**config.mk**
```make
export PLATFORM = sky130hd
export DESIGN_NAME = pu_multiplier_driver
export DESIGN_NICKNAME = d
export VERILOG_FILES = /design/src/rtl/pu_bus_pkg.sv /design/src/rtl/pu_driver_latency_counter.sv /design/src/rtl/pu_multiplier_driver.sv
export SDC_FILE = /design/constraint.sdc
export NUM_CORES = 1
export LEC_CHECK = 0
export CAP_MARGIN = 20
export CORE_ASPECT_RATIO = 0.75
export CORE_MARGIN = 2
export CORE_UTILIZATION = 37
export CTS_BUF_LIST = sky130_fd_sc_hd__clkbuf_16
export DETAILED_ROUTE_END_ITERATION = 8
export PLACE_DENSITY = 0.71
export SETUP_SLACK_MARGIN = 0.5
export SYNTH_ARGS = -nofsm -noshare
export SYNTH_HDL_FRONTEND = slang
export SYNTH_SLANG_ARGS = --single-unit
export TNS_END_PERCENT = 10
```
**constraint.sdc**
```tcl
create_clock -name clk -period 1.6 [get_ports clk]
set_input_delay 0.24 -clock clk [delete_from_list [all_inputs] [get_ports clk]]
set_output_delay 0.24 -clock clk [all_outputs]
set_load 0.01 [all_outputs]
```
**src/rtl/pu_bus_pkg.sv**
```systemverilog
// ---------------------------------------------------------------------------
// pu_bus_pkg
// Shared definitions for the processing-unit (PU) bus initiator.
//   state_t      : driver FSM states
//   dbg_t        : debug snapshot exported by the driver
//   DEF_*        : default bus widths
//   INVALID_BIT  : default attribute bit index flagging an invalid value
//   LAT_CNT_W    : width of the PU latency wait counter
//   sat_inc16()  : saturating 16-bit increment used by the statistics block
// ---------------------------------------------------------------------------
package pu_bus_pkg;

    typedef enum logic [2:0] {
        IDLE = 3'd0,
        WR_A = 3'd1,
        WR_B = 3'd2,
        WAIT = 3'd3,
        READ = 3'd4,
        HOLD = 3'd5
    } state_t;

    typedef struct packed {
        state_t state;
        logic   cnt_zero;
        logic   res_invalid;
    } dbg_t;

    localparam int DEF_DATA_WIDTH = 32;
    localparam int DEF_ATTR_WIDTH = 4;
    localparam int INVALID_BIT    = 0;
    localparam int LAT_CNT_W      = 4;
    localparam int STAT_W         = 16;

    function automatic logic [STAT_W-1:0] sat_inc16(input logic [STAT_W-1:0] v);
        return (v == {STAT_W{1'b1}}) ? v : v + 1'b1;
    endfunction

endpackage

```
**src/rtl/pu_driver_latency_counter.sv**
```systemverilog
// ---------------------------------------------------------------------------
// pu_driver_latency_counter
// Loadable down-counter with a zero flag; times the idle gap between the
// second operand write and the result read.
//   i_clk, i_rst_n : clock, asynchronous active-low reset (count -> 0)
//   i_load         : load i_load_val (has priority over i_dec)
//   i_load_val     : value to load
//   i_dec          : decrement by one; holds at zero
//   o_zero         : count is zero
// ---------------------------------------------------------------------------
module pu_driver_latency_counter
    import pu_bus_pkg::*;
#(
    parameter int W = LAT_CNT_W
) (
    input  logic         i_clk,
    input  logic         i_rst_n,
    input  logic         i_load,
    input  logic [W-1:0] i_load_val,
    input  logic         i_dec,
    output logic         o_zero
);

    logic [W-1:0] r_count;

    always_ff @(posedge i_clk or negedge i_rst_n) begin
        if (!i_rst_n) begin
            r_count <= '0;
        end else if (i_load) begin
            r_count <= i_load_val;
        end else if (i_dec && (r_count != '0)) begin
            r_count <= r_count - 1'b1;
        end
    end

    assign o_zero = (r_count == '0);

endmodule

```
**src/rtl/pu_multiplier_driver.sv**
```systemverilog
// ---------------------------------------------------------------------------
// pu_multiplier_driver
// Initiator for the PU bus: takes an operand pair from a command port,
// writes operand A then operand B into the PU (signal_wr), waits PU_LATENCY
// idle cycles, reads the result with a one-cycle signal_oe pulse and offers
// it on a result port until the consumer takes it.
//
// Ports
//   clk, rst                      : clock, asynchronous active-low reset
//   cmd_valid/cmd_ready           : command handshake
//   cmd_a, cmd_a_attr             : first operand and its attributes
//   cmd_b, cmd_b_attr             : second operand and its attributes
//   signal_wr, signal_oe          : PU write strobe / output enable
//   data_to_pu, attr_to_pu        : PU data_in / attr_in (0 while wr low)
//   data_from_pu, attr_from_pu    : PU data_out / attr_out
//   res_valid/res_ready           : result handshake
//   res_data, res_attr            : captured result
//   busy                          : high in every state except IDLE
//   stat_count, stat_invalid      : handshake counters (PU_DRIVER_STATS_EN)
//   o_dbg                         : FSM state, counter zero flag, result
//                                   invalid flag
//
// Handshakes: a transfer happens on a rising clk edge where valid and ready
// are both high. A producer keeps valid and its payload steady until that
// edge; ready may change freely. cmd_ready is only high in IDLE, so a
// command offered while busy simply waits.
//
// Build option: define PU_DRIVER_STATS_EN to add saturating 16-bit
// counters of result handshakes and of results flagged invalid.
// ---------------------------------------------------------------------------
module pu_multiplier_driver
    import pu_bus_pkg::*;
#(
    parameter int DATA_WIDTH = DEF_DATA_WIDTH,
    parameter int ATTR_WIDTH = DEF_ATTR_WIDTH,
    parameter int INVALID    = INVALID_BIT,
    parameter int PU_LATENCY = 2
) (
    input  logic                  clk,
    input  logic                  rst,
    input  logic                  cmd_valid,
    output logic                  cmd_ready,
    input  logic [DATA_WIDTH-1:0] cmd_a,
    input  logic [ATTR_WIDTH-1:0] cmd_a_attr,
    input  logic [DATA_WIDTH-1:0] cmd_b,
    input  logic [ATTR_WIDTH-1:0] cmd_b_attr,
    output logic                  signal_wr,
    output logic                  signal_oe,
    output logic [DATA_WIDTH-1:0] data_to_pu,
    output logic [ATTR_WIDTH-1:0] attr_to_pu,
    input  logic [DATA_WIDTH-1:0] data_from_pu,
    input  logic [ATTR_WIDTH-1:0] attr_from_pu,
    output logic                  res_valid,
    input  logic                  res_ready,
    output logic [DATA_WIDTH-1:0] res_data,
    output logic [ATTR_WIDTH-1:0] res_attr,
    output logic                  busy,
`ifdef PU_DRIVER_STATS_EN
    output logic [STAT_W-1:0]     stat_count,
    output logic [STAT_W-1:0]     stat_invalid,
`endif
    output dbg_t                  o_dbg
);

    // Counter is loaded with PU_LATENCY-1 while entering WAIT, so WAIT
    // lasts exactly PU_LATENCY cycles.
    localparam logic [LAT_CNT_W-1:0] LAT_LOAD =
        (PU_LATENCY > 0) ? LAT_CNT_W'(PU_LATENCY - 1) : '0;

    state_t                r_state;
    logic                  r_cmd_ready;
    logic                  r_signal_wr;
    logic                  r_signal_oe;
    logic [DATA_WIDTH-1:0] r_data_to_pu;
    logic [ATTR_WIDTH-1:0] r_attr_to_pu;
    logic                  r_res_valid;
    logic [DATA_WIDTH-1:0] r_res_data;
    logic [ATTR_WIDTH-1:0] r_res_attr;
    logic                  r_busy;
    // Operand A goes straight into the bus register on accept; only B
    // needs to be held for the following cycle.
    logic [DATA_WIDTH-1:0] r_b;
    logic [ATTR_WIDTH-1:0] r_b_attr;

    logic w_cnt_load;
    logic w_cnt_dec;
    logic w_cnt_zero;

    assign w_cnt_load = (r_state == WR_B) && (PU_LATENCY != 0);
    assign w_cnt_dec  = (r_state == WAIT) && !w_cnt_zero;

    pu_driver_latency_counter #(
        .W (LAT_CNT_W)
    ) u_lat_cnt (
        .i_clk      (clk),
        .i_rst_n    (rst),
        .i_load     (w_cnt_load),
        .i_load_val (LAT_LOAD),
        .i_dec      (w_cnt_dec),
        .o_zero     (w_cnt_zero)
    );

    // Outputs are registered alongside the state: each branch sets the
    // values that belong to the state being entered.
    always_ff @(posedge clk or negedge rst) begin
        if (!rst) begin
            r_state      <= IDLE;
            r_cmd_ready  <= 1'b1;
            r_signal_wr  <= 1'b0;
            r_signal_oe  <= 1'b0;
            r_data_to_pu <= '0;
            r_attr_to_pu <= '0;
            r_res_valid  <= 1'b0;
            r_res_data   <= '0;
            r_res_attr   <= '0;
            r_busy       <= 1'b0;
            r_b          <= '0;
            r_b_attr     <= '0;
        end else begin
            case (r_state)
                IDLE: begin
                    if (cmd_valid) begin
                        r_b          <= cmd_b;
                        r_b_attr     <= cmd_b_attr;
                        r_data_to_pu <= cmd_a;
                        r_attr_to_pu <= cmd_a_attr;
                        r_signal_wr  <= 1'b1;
                        r_cmd_ready  <= 1'b0;
                        r_busy       <= 1'b1;
                        r_state      <= WR_A;
                    end
                end
                WR_A: begin
                    r_data_to_pu <= r_b;
                    r_attr_to_pu <= r_b_attr;
                    r_state      <= WR_B;
                end
                WR_B: begin
                    r_signal_wr  <= 1'b0;
                    r_data_to_pu <= '0;
                    r_attr_to_pu <= '0;
                    if (PU_LATENCY == 0) begin
                        r_signal_oe <= 1'b1;
                        r_state     <= READ;
                    end else begin
                        r_state     <= WAIT;
                    end
                end
                WAIT: begin
                    if (w_cnt_zero) begin
                        r_signal_oe <= 1'b1;
                        r_state     <= READ;
                    end
                end
                READ: begin
                    r_signal_oe <= 1'b0;
                    r_res_data  <= data_from_pu;
                    r_res_attr  <= attr_from_pu;
                    r_res_valid <= 1'b1;
                    r_state     <= HOLD;
                end
                HOLD: begin
                    if (res_ready) begin
                        r_res_valid <= 1'b0;
                        r_cmd_ready <= 1'b1;
                        r_busy      <= 1'b0;
                        r_state     <= IDLE;
                    end
                end
                default: begin
                    r_signal_wr  <= 1'b0;
                    r_signal_oe  <= 1'b0;
                    r_data_to_pu <= '0;
                    r_attr_to_pu <= '0;
                    r_res_valid  <= 1'b0;
                    r_cmd_ready  <= 1'b1;
                    r_busy       <= 1'b0;
                    r_state      <= IDLE;
                end
            endcase
        end
    end

    assign cmd_ready  = r_cmd_ready;
    assign signal_wr  = r_signal_wr;
    assign signal_oe  = r_signal_oe;
    assign data_to_pu = r_data_to_pu;
    assign attr_to_pu = r_attr_to_pu;
    assign res_valid  = r_res_valid;
    assign res_data   = r_res_data;
    assign res_attr   = r_res_attr;
    assign busy       = r_busy;

    assign o_dbg.state       = r_state;
    assign o_dbg.cnt_zero    = w_cnt_zero;
    assign o_dbg.res_invalid = r_res_attr[INVALID];

`ifdef PU_DRIVER_STATS_EN
    logic [STAT_W-1:0] r_stat_count;
    logic [STAT_W-1:0] r_stat_invalid;

    always_ff @(posedge clk or negedge rst) begin
        if (!rst) begin
            r_stat_count   <= '0;
            r_stat_invalid <= '0;
        end else if (r_res_valid && res_ready) begin
            r_stat_count <= sat_inc16(r_stat_count);
            if (r_res_attr[INVALID]) begin
                r_stat_invalid <= sat_inc16(r_stat_invalid);
            end
        end
    end

    assign stat_count   = r_stat_count;
    assign stat_invalid = r_stat_invalid;
`endif

endmodule

```
==> results_dict.tcl <==
set metrics [dict create \
    criticalPathCategory "reg -> reg" \
    setup_viol_count_final 74 \
    placeableCoreArea_sq_mm 0.0138 \
    timing.critical_path.required_ps 1890 \
    grt_first_pass_wirelength_um 24400 \
    ir_drop_mv 1.14 \
    run_status "finished, violations left" \
    detailed_place.area_sq_mm 0.00745 \
    post_synth_main_area_contributors "sky130_fd_sc_hd__dfrtp_1 56%, sky130_fd_sc_hd__mux2_1 8.9%, sky130_fd_sc_hd__mux2_4 8.5%, sky130_fd_sc_hd__a22o_1 6.1%, sky130_fd_sc_hd__nand2_1 5.2%" \
    max-cap-violations 0 \
    worstPathArrival_ps 2020 \
    synth_sequential_area_ratio 0.567 \
    synthMostInstantiatedCell "sky130_fd_sc_hd__dfrtp_1" \
    insertion_delay_ps 410 \
    finish.instance_area_sq_mm 0.00862 \
    cts_tree "built" \
    worstSetupEndpointType "flip-flop" \
    synthToLayoutAreaGrowth_pct 62.9 \
    synth_top_flop_cell "sky130_fd_sc_hd__dfrtp_1" \
    min_period_ps 1740 \
    critPathMaxFanout 5 \
    crit_path_cell_trace "buf_6, buf_6, nor3b_4, buf_6, clkbuf_16, mux2_4" \
    mappedNetlistArea_sq_mm 0.00529 \
    final-instance-count-excl-fill 848 \
    worst_setup_hold_path_clk_slew_ps 60 \
    timing.clock.skew_ps 10.8 \
    initial_antenna_violation_count 0 \
    fp.dieH_um 108 \
    grt.overflow.total 0 \
    drt_iter0_markers 230 \
    yosys.area.top_type "sky130_fd_sc_hd__dfrtp_1" \
    finalWirelength_um 16300 \
    power.static_leakage_nw 4.02 \
    timing_worst_slew_pin_value_ps 644 \
    cts_buffer_depth 2 \
    syn_area_per_cell_sq_um 12.6 \
    placement_rows 37 \
    dpl.hpwl_um 9460 \
    hold_path.class "in -> async" \
    vias 4265 \
    grt_max_degree 46 \
    finalPower_mw 17.5 \
    portBuffers 193 \
    finish.net_count 774 \
    critPathLaunchType "flip-flop" \
    grt_pass1_vias 4508 \
    final_min_period_over_clock_period 1.08 \
    yosysUniqueCellTypes 40 \
    grt_setup_unrepaired "true" \
    dieWidth_um 142 \
    numClockSinks 120 \
    fin_util 0.623 \
    postSynthCellCount 419 \
    full_die_area_sq_mm 0.0153 \
    synth_nets 533 \
    routedWlPerCell_um 19.3 \
    power.density_cell_area_mw_per_mm2 2030 \
    post_synth_most_frequent_cells "119 x sky130_fd_sc_hd__dfrtp_1, 73 x sky130_fd_sc_hd__nand2_1, 42 x sky130_fd_sc_hd__mux2_1" \
    rrSetupSlack_ps -140 \
    remaining_drc_errors 0 \
    hold_ws_ps 285 \
    numCtsBuffers 17 \
    num_io_pins 194 \
    synth_top_cell_area_share 0.563 \
    cts_root_buffer "sky130_fd_sc_hd__clkbuf_16" \
    diodes 0 \
    reg2reg_depth 6 \
    finalHoldViolations 0 \
    maxSlewViolCount 0 \
    synthArstFlopShare 1.00 \
    gp_congestion 0.824 \
    post-place-ws_ps -183 \
    synthesis.yosys.warnings 0 \
    cp_slowest_cell "sky130_fd_sc_hd__dfrtp_2" \
    detailedRoute.firstPassIterationCount 6 \
    cpMostUsedCell "sky130_fd_sc_hd__buf_6" \
    max_clock_freq_mhz 576 \
    global_route.usage.total 0.211 \
    critical-path-max-stage-delay_ps 410 \
    post-place-cells 781 \
    initial_utilization 0.382 \
    failed_checks "negative setup slack" \
    antenna_violating_nets_post_route 0 \
    ys_ff_latch 120 \
    cts-htree-levels 4 \
    vias_per_cell 5.03 \
    edff_count_synth 0 \
    final_sum_of_negative_setup_slack_ps -4700 \
    fraction_of_layout_instances_using_a_drive_strength_above_1 0.400 \
    final_critical_path_setup_slack_ps -136 \
    maxSlewHeadroom 0.569 \
]
state kept, by name, summed over array words and instances, names as in the netlist:
| name | flops |
|---|---|
| busy | 1 |
| r_state | 3 |
| signal_wr | 1 |
| r_b | 32 |
| res_attr | 4 |
| r_b_attr | 4 |
| u_lat_cnt.r_count | 4 |
| cmd_ready | 1 |
| attr_to_pu | 4 |
| signal_oe | 1 |
| res_valid | 1 |
| res_data | 32 |
| data_to_pu | 32 |
layer usage:
metal / share of wire / global-route usage / vias up / wire, um
met4: 0.0070 / 0.0636 / 0 / 114
met5: 0 / 0 / - / 0
met1: 0.47 / 0.285 / 2145 / 7650
met2: 0.47 / 0.330 / 136 / 7620
met3: 0.058 / 0.0609 / 13 / 953
li1: - / - / 1971 / -
area by class of cell:
| class | instances | area (sq um) |
|---|---|---|
| tap | 175 | 219 |
| multi-input combinational | 262 | 2310 |
| clock buffer | 17 | 425 |
| sequential | 120 | 3010 |
| inverter | 6 | 22.5 |
| timing repair buffer | 253 | 2430 |
| clock inverter | 15 | 209 |
| fill | 1058 | 5220 |
what timing repair did:
| item | in CTS | in global routing |
|---|---|---|
| hold endpoints to repair | 21 | 0 |
| hold buffers | 1 | 0 |
| setup endpoints to repair | 201 | 202 |
| pin swaps | 46 | 12 |
| setup buffers | 17 | 8 |
| gates resized for setup | 405 | 40 |
| cloned | 4 | 5 |
final timing paths:
kind / startpoint / endpoint
hold / removal: rst / u_lat_cnt.r_count[1]
hold reg to reg: r_b_attr[1] / r_b_attr[1]
max in group asynchronous: rst / cmd_ready
setup / recovery: r_state[1] / res_data[8]
setup reg to reg: r_state[1] / res_data[8]
min in group clk: cmd_b_attr[2] / r_b_attr[2]
report_power, final:
group | leakage [nW] | internal (mW) | switching, mW
clock | 0.309 | 2.74 | 1.36
sequential | 1.48 | 4.38 | 0.829
combinational | 2.23 | 4.61 | 3.59
placed cells by master, fill, tap and decap left out, drive strengths merged, types with 2 or more instances in the layout:
cell type	synthesis	final
a2bb2oi	2	2
a21oi	2	2
a31oi	2	2
ha	2	2
o22ai	2	2
buf	22	138
nor2	3	3
o21ai	45	46
nand3b	2	2
clkinvlp	0	2
nand2b	3	3
inv	6	7
nor3	2	2
bufinv	0	5
nor3b	3	3
clkinv	0	7
a22o	37	37
mux2	72	72
clkdlybuf4s50	0	109
dfrtp	119	119
clkbuf	10	22
nor2b	2	2
nand2	73	73
worst max-delay path, delay by kind of cell, from the launching register on:
family                 cells  cell delay (ps)
AND/OR/NAND/NOR            1              270
flip-flops                 1              410
buffers and inverters      4              620
multiplexers               1              300
cells by family (layout without fill, tap and decap cells):
group / after synthesis / in the layout / synth area share
flip-flops: 120 / 120 / 0.567
AO/OA/AOI/OAI: 94 / 95 / 0.122
AND/OR/NAND/NOR: 92 / 92 / 0.0775
multiplexers: 73 / 73 / 0.176
buffers and inverters: 38 / 291 / 0.0520
adder cells (fa/ha/maj): 2 / 2 / 0.00473
Power figures use the tool's default switching activity.
